==> src/rtl/conv_op_collector.sv <==
// conv_op_collector: captures one convolver output window, rescales and
// saturates each result to 16 bits, then drains it over a valid/ready stream.
// Optional build macro RELU_EN: clamp negative stored results to zero.
module conv_op_collector #(
    parameter int N       = 10,
    parameter int K       = 5,
    parameter int C_SIZE  = 32,
    parameter int Q_SHIFT = 8
) (
    input  logic              clk,
    input  logic              global_rst_n,
    input  logic              ce,
    input  logic [C_SIZE-1:0] conv_op,
    input  logic              valid_conv,
    input  logic              end_conv,
    input  logic              rd_ready,
    output logic              rd_valid,
    output logic [15:0]       rd_data,
    output logic              rd_last,
    output logic              done,
    output logic [7:0]        sat_cnt,
    output logic              overrun
);

    localparam int M  = (N - K + 1) * (N - K + 1);
    localparam int PW = $clog2(M + 1);

    localparam logic signed [C_SIZE-1:0] SAT_HI = C_SIZE'(32767);
    localparam logic signed [C_SIZE-1:0] SAT_LO = C_SIZE'(-32768);

    typedef enum logic [1:0] {
        IDLE,
        CAPTURE,
        DRAIN
    } state_t;

    state_t          state;
    logic [PW-1:0]   wr_ptr;
    logic [PW-1:0]   rd_ptr;
    logic [15:0]     mem [M];

    logic signed [C_SIZE-1:0] shifted;
    logic                     clamp;
    logic [15:0]              res;
    logic                     idle_store;
    logic                     cap_valid;
    logic                     room;
    logic                     we;
    logic [PW-1:0]            wr_addr;
    logic [7:0]               sat_inc;

    // Rescale the incoming accumulator and clamp it into 16-bit range.
    always_comb begin
        shifted = $signed(conv_op) >>> Q_SHIFT;
        clamp   = 1'b0;
        res     = shifted[15:0];
        if (shifted > SAT_HI) begin
            res   = 16'h7FFF;
            clamp = 1'b1;
        end else if (shifted < SAT_LO) begin
            res   = 16'h8000;
            clamp = 1'b1;
        end
`ifdef RELU_EN
        if (res[15]) begin
            res = 16'h0000;
        end
`endif
    end

    // Write-side qualification: the IDLE->CAPTURE edge may already store entry 0.
    always_comb begin
        idle_store = (state == IDLE) && ce && valid_conv && !end_conv;
        cap_valid  = (state == CAPTURE) && ce && valid_conv && !end_conv;
        room       = wr_ptr < PW'(M);
        we         = idle_store || (cap_valid && room);
        wr_addr    = idle_store ? '0 : wr_ptr;
        sat_inc    = (sat_cnt == 8'hFF) ? sat_cnt : sat_cnt + 8'd1;
    end

    // Zero-latency read port; outputs forced low outside an active drain.
    always_comb begin
        rd_data = rd_valid ? mem[rd_ptr] : 16'h0000;
        rd_last = rd_valid && (rd_ptr == wr_ptr - 1'b1);
    end

    // Result buffer, contents not reset.
    always_ff @(posedge clk) begin
        if (we) begin
            mem[wr_addr] <= res;
        end
    end

    // Capture/drain control with registered status outputs.
    always_ff @(posedge clk or negedge global_rst_n) begin
        if (!global_rst_n) begin
            state    <= IDLE;
            wr_ptr   <= '0;
            rd_ptr   <= '0;
            rd_valid <= 1'b0;
            done     <= 1'b0;
            sat_cnt  <= 8'd0;
            overrun  <= 1'b0;
        end else begin
            done <= 1'b0;
            unique case (state)
                IDLE: begin
                    if (ce) begin
                        state   <= CAPTURE;
                        wr_ptr  <= idle_store ? PW'(1) : '0;
                        sat_cnt <= (idle_store && clamp) ? 8'd1 : 8'd0;
                        overrun <= 1'b0;
                    end
                end
                CAPTURE: begin
                    if (ce && end_conv) begin
                        if (wr_ptr != '0) begin
                            state    <= DRAIN;
                            rd_ptr   <= '0;
                            rd_valid <= 1'b1;
                        end else begin
                            state <= IDLE;
                            done  <= 1'b1;
                        end
                    end else if (cap_valid) begin
                        if (room) begin
                            wr_ptr <= wr_ptr + 1'b1;
                            if (clamp) begin
                                sat_cnt <= sat_inc;
                            end
                        end else begin
                            overrun <= 1'b1;
                        end
                    end
                end
                DRAIN: begin
                    if (ce && valid_conv) begin
                        overrun <= 1'b1;
                    end
                    if (rd_valid && rd_ready) begin
                        if (rd_last) begin
                            state    <= IDLE;
                            rd_ptr   <= '0;
                            rd_valid <= 1'b0;
                            done     <= 1'b1;
                        end else begin
                            rd_ptr <= rd_ptr + 1'b1;
                        end
                    end
                end
                default: state <= IDLE;
            endcase
        end
    end

endmodule

==> config.mk <==
export PLATFORM = sky130hd
export DESIGN_NAME = conv_op_collector
export DESIGN_NICKNAME = d
export VERILOG_FILES = /design/src/rtl/conv_op_collector.sv
export SDC_FILE = /design/constraint.sdc
export NUM_CORES = 1
export LEC_CHECK = 0
export CORE_MARGIN = 2
export CORE_UTILIZATION = 40
export DETAILED_ROUTE_END_ITERATION = 7
export DONT_BUFFER_PORTS = 1
export HOLD_SLACK_MARGIN = 0.15
export SLEW_MARGIN = 30
export SYNTH_ARGS = -nofsm -noshare
export SYNTH_HDL_FRONTEND = slang
export SYNTH_SLANG_ARGS = --single-unit
==> constraint.sdc <==
create_clock -name clk -period 3.6 [get_ports clk]
set_input_delay 0.72 -clock clk [delete_from_list [all_inputs] [get_ports clk]]
set_output_delay 0.72 -clock clk [all_outputs]
set_load 0.01 [all_outputs]
# Yosys cells after proc, flatten, opt, wreduce, memory -nomap -nowiden
# Memories as Yosys holds them, arrays and structs flattened.
# Cells that the tools add are included.
dict set report totals {
  regBits 25
  ramBits 576
  out_inout_bits 28
  word_cells 105
  mem_count 1
}
# memory depth word_bits rd rd_ports_with_merged_regs wr line_no
set mem_list {}
lappend mem_list {mem 36 16 1 0 1 40} ;# logic [15:0] mem [M];
dict set report op_classes {
  n_addsub 4
  n_lt_le_gt_ge 3
  eq_ne 16
  n_mux 49
  n_reduce_logical 25
}
# operator n
set op_table {}
lappend op_table {{$mux W6} 9}
lappend op_table {{$mux W16} 3}
lappend op_table {{$mux W8} 6}
lappend op_table {{$gt A24 B16 Y1 const B} 1}
lappend op_table {{$lt A24 B16 Y1 const B} 1}
lappend op_table {{$pmux W6 S2} 2}
lappend op_table {{$ne A2 B2 Y1 const B} 10}
lappend op_table {{$mux W1} 19}
lappend op_table {{$pmux W8 S2} 1}
lappend op_table {{$add A6 B1 Y6 const B} 2}
lappend op_table {{$logic_and A1 B1 Y1} 12}
lappend op_table {{$mux W2} 5}
lappend op_table {{$reduce_and A5 Y1} 2}
lappend op_table {{$add A8 B1 Y8 const B} 1}
lappend op_table {{$eq A8 B8 Y1 const B} 1}
lappend op_table {{$reduce_and A4 Y1} 2}
lappend op_table {{$reduce_and A7 Y1} 1}
lappend op_table {{$eq A6 B6 Y1} 1}
lappend op_table {{$lt A6 B6 Y1 const B} 1}
lappend op_table {{$pmux W2 S3} 1}
lappend op_table {{$reduce_and A6 Y1} 1}
lappend op_table {{$reduce_bool A6 Y1} 1}
lappend op_table {{$sub A6 B1 Y6 const B} 1}
lappend op_table {{$ne A2 B1 Y1 const B} 2}
lappend op_table {{9 further kinds} 11}

# Logic depth before layout (Yosys ltp)
# Gate-level depths: netlist of the first run.
dict set report depth {
  depth_word 8
  mapped_depth 10
}

# Worst setup path after synthesis of the first run
# Ideal clock, no wire load.
dict set report synth_timing {
  kind {input to register}
  from {input port end_conv}
  to {memory mem[2][0], enable pin}
  setup_time_ns 0.436
  arrival_ns 3.272
  required_ns 3.164
  path_slack_ns -0.108
  stages 5
  path_buffers 0
  path_cell_list {and3b_1 -> nand2_1 -> o31a_1 -> nand2b_1 -> nor4b_1}
}
dict set report synth_via {
  elab_chain_len 6
  word_cells_on_any_way 8
  cone_classes {mux (3); reduce/logical (5)}
}
# element line_no
set synth_lines {}
lappend synth_lines {{from (decl)} 15} ;# input logic end_conv,
lappend synth_lines {{$logic_not A1 Y1 *} {73, 74}}
lappend synth_lines {{$logic_and A1 B1 Y1} 74} ;# cap_valid = (state == CAPTURE) && ce && valid_conv && !end_conv;
lappend synth_lines {{$logic_and A1 B1 Y1} 76} ;# we = idle_store || (cap_valid && room);
lappend synth_lines {{$logic_or A1 B1 Y1} 76}
lappend synth_lines {{$mux W1} 89} ;# if (we) begin
lappend synth_lines {{$mux W1 (not written as such)} 90} ;# mem[wr_addr] <= res;
lappend synth_lines {{to (decl)} 40}
# Every way passes the cells marked *; elsewhere a longest branch is shown, timed or not.

# Final worst setup path of the first run
dict set report layout_timing {
  from {register rd_ptr[0]}
  to {output port rd_data[6]}
}
dict set report layout_via {
  elab_chain_len 2
}
# element line_no
set layout_lines {}
lappend layout_lines {{from (decl)} 39} ;# logic [PW-1:0] rd_ptr;
lappend layout_lines {{from (signal assigned)} 147} ;# rd_ptr <= rd_ptr + 1'b1;
lappend layout_lines {{$mem_v2 Z36 W16} --}
lappend layout_lines {{$mux W16} 83} ;# rd_data = rd_valid ? mem[rd_ptr] : 16'h0000;
lappend layout_lines {{to (decl)} 18} ;# output logic [15:0] rd_data,
# Every way passes these cells.

==> results of run 1 <==
-- per-layer routing --
layer	vias up	wire length (um)	global-route usage, %
li1	5046	-	-
met1	6296	22900	23.9
met2	362	28800	31.7
met3	80	3310	2.65
met4	0	1320	5.35
met5	-	0	0
-- sequential cells by signal (all words and copies together), names as in the netlist --
register  cells
state         2
done          1
wr_ptr        6
overrun       1
mem         576
sat_cnt       8
rd_ptr        6
rd_valid      1
-- worst reg2reg max path: cells and delay by family, from the launching register on --
| kind | cells | cell delay [ns] |
|---|---|---|
| and+or+nand+nor | 3 | 0.92 |
| DFF | 1 | 0.40 |
| buffers and inverters | 2 | 0.45 |
| adders and majority gates | 1 | 0.46 |
| AOI/OAI and AO/OA | 1 | 0.25 |
-- kinds of logic (layout without fill, tap and decap cells) --
kind of cell / Yosys count / count (layout) / share of synthesized area [%]
simple gates: 198 / 198 / 4.03
buf+inv: 75 / 223 / 1.42
flops: 601 / 601 / 74.8
compound gates: 91 / 91 / 2.99
xor+xnor: 12 / 12 / 0.438
mux: 179 / 179 / 15.9
fa+ha+maj: 8 / 8 / 0.418
-- how the worst max path moves through the flow --
stage                           endpoint  slack [ns]  cells after the start
global route                  rd_data[6]       -0.05                      7
floorplan           mem[31][0]$_DFFE_PP_        0.45                      5
global placement             rd_data[12]        0.42                      5
finish                        rd_data[6]        0.03                      7
detailed placement           rd_data[12]        0.41                      5
CTS                          rd_data[15]       -0.09                      6
-- layout by cell type, fill, tap and decap left out, types with 4 or more instances in the layout --
cell / n
ha_1: 8
bufinv_16: 10
xor2_1: 9
nor2_2: 22
o221ai_2: 4
clkbuf_16: 61
nand3_1: 19
edfxtp_1: 576
buf_16: 4
clkinv_2: 6
mux2_2: 18
nand2_1: 27
nor2_1: 44
o21ai_0: 10
or2_2: 6
dfrtp_1: 21
inv_1: 9
nor2b_1: 23
a211oi_1: 17
a31oi_1: 5
o221ai_1: 12
buf_12: 17
nand4_1: 5
nor3_1: 13
clkinv_1: 12
buf_4: 81
nor3_2: 16
clkbuf_1: 13
mux4_2: 160
o21a_1: 12
-- through the flow --
| step | setup TNS (ns) | hold slack, ns | worst slack, ns |
|---|---|---|---|
| 2_1_floorplan | 0 | 0.424 | 0.455 |
| 3_5_place_dp | 0 | 0.425 | 0.406 |
| 6_report | 0 | 0.212 | 0.0342 |
| 3_3_place_gp | 0 | 0.425 | 0.424 |
| 4_1_cts | -0.154 | 0.168 | -0.0856 |
| 5_1_grt | -0.151 | 0.178 | -0.0486 |
-- final cells by class --
cell class | count | area, sq um
timing repair buffer | 104 | 1100
fill | 4795 | 31200
clock inverter | 35 | 444
clock buffer | 74 | 1580
tap | 773 | 967
inverter | 10 | 37.5
multi-input combinational | 488 | 5920
sequential | 601 | 17900
-- synth_stat cells (18+ instances only) --
master	count	area share [%]
a211oi_1	18	0.56
buf_2	25	0.52
clkbuf_1	27	0.42
dfrtp_1	25	2.6
edfxtp_1	576	72
mux2_2	18	0.85
mux4_2	160	15
nand2_1	27	0.42
nand3_1	19	0.40
nor2_1	69	1.1
nor2b_1	23	0.60
nor3_1	29	0.61
-- repair_timing --
action / 4_1_cts / 5_1_grt
cloned: 2 / 0
hold buffers: 2 / 0
endpoints found under the setup margin: 16 / 15
buffers inserted: 14 / 5
resized for setup: 23 / 12
hold endpoints to repair: 25 / 0
-- power by group through the flow --
stage	Combinational (mW)	Sequential, mW	Clock (mW)
after global routing	3.06	7.84	6.77
after detailed placement	2.52	8.03	0
after global placement	2.49	8.03	0
after CTS	2.78	7.86	6.52
after floorplan	1.89	7.94	0
final	2.85	7.84	6.38
==> flow_metrics.tcl, run 1 <==
set metrics [dict create \
    instances_no_fill 2085 \
    timing.rr.end "mem[2][3]$_DFFE_PP_" \
    hold_viol_final 0 \
    vias_per_cell 5.65 \
    ys_seq_area_share_pct 74.8 \
    ys.flop_type "edfxtp_1" \
    worst_slew_margin_rel_pct 39.6 \
    slowest_delay_ns 0.55 \
    start_util_pct 40.5 \
    synth_warnings 0 \
    crit_buf_inv 3 \
    p_sw_mw 4.04 \
    gp_congestion 0.786 \
    p_leak_nw 8.70 \
    dp.cells 1953 \
    dieArea_sq_um 61900 \
    cp_cell_sequence "buf_12 > buf_16 > buf_12 > mux4_2 > mux4_2 > nor2_1 > nor3_1" \
    pin_count 66 \
    clock_skew_ns 0.0245 \
    required_ns 2.88 \
    r2r_slack_ns 0.76 \
    min_from "conv_op[31]" \
    crit_family "multiplexers" \
    gr-total-overflow 0 \
    end_kind "primary output" \
    post-route-util_pct 47.3 \
    tightest_slew_ns 0.903 \
    antenna_found_initial 0 \
    drc 0 \
    critPathKind "reg2out" \
    rows 89 \
    syn_inst 1164 \
    numPortBuffers 0 \
    layout-drive-gt1-share_pct 33.0 \
    cts_root_buf "clkbuf_16" \
    cap_violations 0 \
    hold_depth 0 \
    hpwl_mm 32.9 \
    tritoncts "done" \
    p_total_mw 17.1 \
    ys_types 59 \
    crit_slowest_cell "mux4_2" \
    clk_latency_ns 0.62 \
    syn2layout_area_growth_pct 16.7 \
    power.internal_mw 13.0 \
    synth_edf_count 576 \
    antenna_left 0 \
    netlist_area_sq_um 24000 \
    power_frac_seq_pct 45.9 \
    fin_area_sq_um 28000 \
    grt_max_degree 41 \
    start_kind "flop" \
    first_pass_iters 5 \
    clockPowerShare_pct 37.4 \
    slew_violations 0 \
    postPlaceCellArea_sq_um 25500 \
    n_antenna_cell 0 \
    grt_pass1_wl_mm 82.6 \
    reg2regPathDepth 7 \
    die_height_um 249 \
    grtUsageTotal_pct 18.3 \
    cp_max_fo 11 \
    ys_async_sr_fraction_pct 4.16 \
    clk_pin_slew_ns 0.06 \
    grt_pass1_vias 12100 \
    fin_crit_ns 3.57 \
    clock.fmax_ghz 0.280 \
    worstPathArrival_ns 2.85 \
    htree_levels 2 \
    first_iter_violations 1257 \
    hold_path.class "in2reg" \
    status "finished clean" \
    p_per_area_nw_per_um2 610 \
    via_count 11800 \
    reg2reg_from "state[1]$_DFFE_PN0P_" \
    irDropWorstVdd_uv 484 \
    clk_path_buf_depth 3 \
    core_area_sq_um 59100 \
    nets 1310 \
    avgRoutedWirePerCell_um 27.0 \
    period_share_pct 99.1 \
    syn_avg_cell_area_sq_um 20.6 \
    holdPathEnd "mem[3][15]$_DFFE_PP_" \
    syn_nets 1210 \
    wl_mm 56.3 \
    swShare_pct 23.7 \
    finalSetupViolCount 0 \
    critPathLaunch "rd_ptr[0]$_DFFE_PN0P_" \
    clock_sinks 601 \
    ys_seq_elements 601 \
    combinationalPowerShare_pct 16.7 \
    rsz0062_at_grt "yes" \
    dieWidth_um 249 \
    cts_made_buffers 59 \
]
No activity file was read; power rests on OpenSTA's default activity.
==> run 2: changes to the inputs <==
CORE_MARGIN = 5   (was 2)
==> run 2 against run 1 <==
The run now ends with negative setup slack left. Wire length grew 0.29%. Global-route usage shrank 0.69 points. Sequential power is essentially flat. Count of clock-buffer cells in the layout grew 2. Via count grew 0.91%. Maximum frequency shrank 1.5%. Clock power shrank 4.5%. Critical path depth grew 1. Total power shrank 0.76%. Utilization grew 0.082 points. Clock skew shrank 0.012 ns. Highest routed layer unchanged.
==> flow_metrics.tcl, run 2 (same netlist as run 1, synthesis figures left out) <==
set metrics [dict create \
    hold-worst-slack_ns 0.223 \
    clock.fmax_ghz 0.276 \
    gp_congestion 0.808 \
    postPlaceCellArea_sq_um 25500 \
    die_height_um 255 \
    clk_path_buf_depth 3 \
    cts_made_buffers 60 \
    required_ns 2.88 \
    syn2layout_area_growth_pct 17.1 \
    cap_violations 0 \
    pin_count 66 \
    cp_cell_sequence "buf_8 > buf_12 > buf_12 > buf_16 > mux4_2 > mux4_2 > nor2_4 > nor3_4" \
    crit_buf_inv 4 \
    gr-total-overflow 0 \
    cp_max_fo 7 \
    clk_latency_ns 0.61 \
    tritoncts "done" \
    p_sw_mw 4.13 \
    post-route-util_pct 47.4 \
    largest_register_ffs 576 \
    fin_ws_ns -0.0214 \
    via_count 11900 \
    instances_no_fill 2099 \
    combinationalPowerShare_pct 17.7 \
    n_antenna_cell 0 \
    p_leak_nw 8.74 \
    clock_sinks 601 \
    end_kind "primary output" \
    hpwl_mm 33.3 \
    irDropWorstVdd_uv 397 \
    hold_path.class "in2reg" \
    wl_mm 56.5 \
    min_from "conv_op[31]" \
    most-common-layout-cells "576 x edfxtp_1, 160 x mux4_2, 83 x buf_4" \
    final_common_cell "edfxtp_1" \
    period_share_pct 101 \
    first_iter_violations 1058 \
    status "finished, violations left" \
    p_per_area_nw_per_um2 603 \
    dp.cells 1957 \
    grt_pass1_vias 12200 \
    numPortBuffers 0 \
    fin_area_sq_um 28100 \
    clockPowerShare_pct 36.0 \
    fin_tns_setup_ns -0.0261 \
    grtUsageTotal_pct 17.6 \
    htree_levels 2 \
    clock_skew_ns 0.0129 \
    regMostFlops "mem" \
    first_pass_iters 5 \
    rows 89 \
    grt_max_degree 41 \
    tightest_slew_ns 0.826 \
    nets 1320 \
    antenna_left 0 \
    rsz0062_at_grt "yes" \
    violations "negative setup slack" \
    clk_pin_slew_ns 0.06 \
    power.internal_mw 12.8 \
    dieArea_sq_um 64900 \
    swShare_pct 24.4 \
    worst_slew_margin_rel_pct 44.4 \
    reg2reg_from "wr_ptr[2]$_DFFE_PN0P_" \
    cts_root_buf "clkbuf_16" \
    slew_violations 0 \
    drc 0 \
    worstPathArrival_ns 2.90 \
    reg_top3 "mem (576), sat_cnt (8)" \
    crit_slowest_cell "mux4_2" \
    slowest_delay_ns 0.56 \
    avgRoutedWirePerCell_um 26.9 \
    finalSetupViolCount 3 \
    vias_per_cell 5.67 \
    r2r_slack_ns 0.83 \
    antenna_found_initial 1 \
    fin_crit_ns 3.62 \
    crit_family "multiplexers" \
    critPathKind "reg2out" \
    critPathLaunch "rd_ptr[0]$_DFFE_PN0P_" \
    core_area_sq_um 59200 \
    start_util_pct 40.5 \
    start_kind "flop" \
    layout-drive-gt1-share_pct 33.6 \
    hold_viol_final 0 \
    power_frac_seq_pct 46.3 \
    grt_pass1_wl_mm 83.5 \
    dieWidth_um 255 \
]
==> run 2: final timing paths <==
check / end / cells past startpoint
min reg2reg: state[1]$_DFFE_PN0P_ / 1
min: mem[19][15]$_DFFE_PP_ / 0
max: rd_data[8] / 8
min in group asynchronous: sat_cnt[5]$_DFFE_PN0P_ / 2
max reg2reg: mem[2][2]$_DFFE_PP_ / 6
max in group asynchronous: rd_ptr[1]$_DFFE_PN0P_ / 2
==> run 2: per-stage QoR <==
stage | total power [mW] | setup WS, ns
global route | 17.6 | -0.0798
global placement | 10.6 | 0.341
floorplan | 9.83 | 0.455
finish | 16.9 | -0.0214
detailed placement | 10.6 | 0.369
CTS | 17.1 | -0.0476
==> run 2: what timing repair did <==
action	CTS	global route
resized for setup	47	18
hold buffers	2	0
setup endpoints to repair	16	15
hold endpoints to repair	25	0
pin swaps	5	5
cloned	4	0
buffers inserted	19	4
==> run 2: worst register-to-register path, stage by stage (launching register included) <==
cell and delay (ns):
dfrtp_1 0.56, o31ai_2 0.44, nand2_1 0.15, nor2_1 0.32, nand2b_1 0.27, nor4b_4 0.30
buf_4 0.38
==> run 2: final cells by class <==
cell class	count	area, sq um
fillers	4945	31200
flip-flops and latches	601	17900
multi-input cells	488	5990
clock buffers	76	1600
repair buffers	113	1220
well taps	773	967
clock inverters	38	322
inverters	10	37.5
==> run 2: metal layers <==
metal | share of wire (%) | track usage [%]
met1 | 42 | 24.7
met2 | 49 | 28.6
met3 | 5.9 | 2.75
met4 | 2.9 | 5.57
met5 | 0 | 0
==> run 2: power by group through the flow <==
stage,combinational (mW),clock (mW),sequential [mW]
after global placement,2.54,0,8.03
after CTS,3.01,6.22,7.84
after global routing,3.23,6.51,7.84
final,3.01,6.09,7.84
after detailed placement,2.56,0,8.03
after floorplan,1.89,0,7.94
==> run 3: changes to the inputs <==
GPL_ROUTABILITY_DRIVEN = 0   (was not set)
clock period = 4.5 ns   (was 3.6 ns; I/O delays follow)
==> run 3 against run 2 <==
The flow now finishes without violations. Final cell count fell by 1.8%. Non-clock buffer count is 37 lower. Total power shrank 23%. Sequential power fell by 20%. First-iteration DRC count grew 3.7%. Register-to-register slack better by 0.69 ns. Via count down 1.6%. Clock power is 21% lower. Clock skew up 0.00091 ns. Setup slack better by 0.42 ns. Wire length is 1.5% lower. Critical path depth down 3.
==> flow_metrics.tcl, run 3 (same netlist as run 1, synthesis figures left out) <==
set metrics [dict create \
    status "finished clean" \
    die_height_um 255 \
    avgRoutedWirePerCell_um 27.0 \
    p_per_area_nw_per_um2 481 \
    rows 89 \
    num-fill-cells 4911 \
    clk_pin_slew_ns 0.06 \
    rsz0062_at_grt "no" \
    pin_count 66 \
    fin_area_sq_um 27300 \
    critPathKind "reg2out" \
    crit_buf_inv 1 \
    hold_viol_final 0 \
    cts_setup_buffers 0 \
    multi_input_area_sq_um 5780 \
    tightest_slew_ns 0.896 \
    most-common-layout-cells "576 x edfxtp_1, 160 x mux4_2, 68 x buf_4" \
    clock.fmax_ghz 0.244 \
    crit_slowest_cell "mux4_2" \
    cts_root_buf "clkbuf_16" \
    clock_skew_ns 0.0138 \
    first_pass_iters 5 \
    drc 0 \
    start_kind "flop" \
    largest_register_ffs 576 \
    grtUsageTotal_pct 17.3 \
    min_from "conv_op[31]" \
    htree_levels 2 \
    antenna_left 0 \
    clk_path_buf_depth 3 \
    start_util_pct 40.5 \
    vias_per_cell 5.68 \
    slew_violations 0 \
    end_kind "primary output" \
    grt_pass1_vias 11800 \
    numPortBuffers 0 \
    wl_mm 55.6 \
    gr-total-overflow 0 \
    timing.rr.end "mem[2][0]$_DFFE_PP_" \
    r2r_slack_ns 1.52 \
    layout-drive-gt1-share_pct 29.2 \
    first_iter_violations 1097 \
    post-route-util_pct 46.1 \
    power_frac_seq_pct 48.0 \
    worst_slew_margin_rel_pct 40.3 \
    clockPowerShare_pct 36.7 \
    tritoncts "done" \
    hold_path.class "in2reg" \
    fin_tns_setup_ns 0 \
    fin_crit_ns 4.10 \
    cts_resized 0 \
    crit_family "multiplexers" \
    regArea_sq_um 17900 \
    dieArea_sq_um 64900 \
    antenna_found_initial 2 \
    reg2reg_from "state[1]$_DFFE_PN0P_" \
    combinationalPowerShare_pct 15.3 \
    p_total_mw 13.1 \
    hpwl_mm 33.5 \
    cts_made_buffers 61 \
    regMostFlops "mem" \
    period_share_pct 91.1 \
    dieWidth_um 255 \
    required_ns 3.60 \
    cap_violations 0 \
    finalSetupViolCount 0 \
    hold_depth 0 \
    holdPathEnd "mem[18][15]$_DFFE_PP_" \
    pre_cts_slack_ns 1.02 \
    postPlaceCellArea_sq_um 25300 \
    path_common_cell "mux4_2" \
    slowest_delay_ns 0.57 \
    grt_max_degree 48 \
    clock_sinks 601 \
    final_common_cell "edfxtp_1" \
    fin_ws_ns 0.400 \
    p_sw_mw 3.21 \
    nets 1284 \
    irDropWorstVdd_uv 292 \
    via_count 11700 \
    grt_pass1_wl_mm 82.2 \
    cp_cell_sequence "buf_12 > mux4_2 > mux4_2 > nor2_1 > nor3_1" \
    p_leak_nw 8.42 \
    core_area_sq_um 59200 \
    syn2layout_area_growth_pct 13.8 \
    swShare_pct 24.4 \
    clk_latency_ns 0.61 \
    reg2regPathDepth 7 \
    worstPathArrival_ns 3.20 \
    reg_top3 "mem (576), sat_cnt (8)" \
    cp_max_fo 47 \
    power.internal_mw 9.91 \
]
[run 3: final cells by class]
cell class              count  share of cell area [%]
clock inverters            39                    1.08
clock buffers              72                    5.90
repair buffers             76                    2.42
multi-input cells         488                    21.2
diodes                      2                  0.0183
inverters                  10                   0.138
flip-flops and latches    601                    65.7
well taps                 773                    3.54
[run 3: metrics by stage]
step,std cells,hold slack (ns)
6_report,2061,0.391
5_1_grt,2059,0.356
4_1_cts,2059,0.356
3_5_place_dp,1946,0.564
3_3_place_gp,1946,0.529
2_1_floorplan,1164,0.508
[run 3: how the worst max path moves through the flow]
stage | slack [ns] | cells past startpoint | startpoint | to
6_report | 0.40 | 5 | rd_ptr[0]$_DFFE_PN0P_ | rd_data[12]
4_1_cts | 0.36 | 6 | rd_ptr[0]$_DFFE_PN0P_ | rd_data[5]
5_1_grt | 0.27 | 5 | rd_ptr[0]$_DFFE_PN0P_ | rd_data[12]
2_1_floorplan | 0.61 | 5 | end_conv | mem[2][0]$_DFFE_PP_
3_3_place_gp | 1.0 | 5 | rd_ptr[0]$_DFFE_PN0P_ | rd_data[6]
3_5_place_dp | 1.02 | 6 | rd_ptr[0]$_DFFE_PN0P_ | rd_data[5]
[run 3: per-layer routing]
layer,GRT usage [%],vias up,part of all wire [%]
li1,-,4992,-
met1,24.1,6333,42
met2,29.3,318,51
met3,2.97,59,5.2
met4,3.16,0,1.5
met5,0,-,0
[run 3: repair_timing]
| item | CTS | global route |
|---|---|---|
| endpoints found under the hold margin | 25 | 0 |
| setup endpoints to repair | 0 | 0 |
| hold buffers | 2 | 0 |
[run 3: power groups by stage]
| stage | Combinational [mW] | Sequential [mW] | Clock, mW |
|---|---|---|---|
| detailed placement | 2.05 | 6.41 | 0 |
| floorplan | 1.51 | 6.35 | 0 |
| finish | 2.00 | 6.30 | 4.82 |
| CTS | 2.06 | 6.29 | 4.92 |
| global route | 2.17 | 6.30 | 5.18 |
| global placement | 2.03 | 6.41 | 0 |
[run 3: worst register-to-register path, delay by kind of cell, from the launching register on]
family | cells | cell delay, ns
AND/OR/NAND/NOR | 4 | 1.25
adder cells (fa/ha/maj) | 1 | 0.54
buffers and inverters | 2 | 0.44
flip-flops | 1 | 0.41
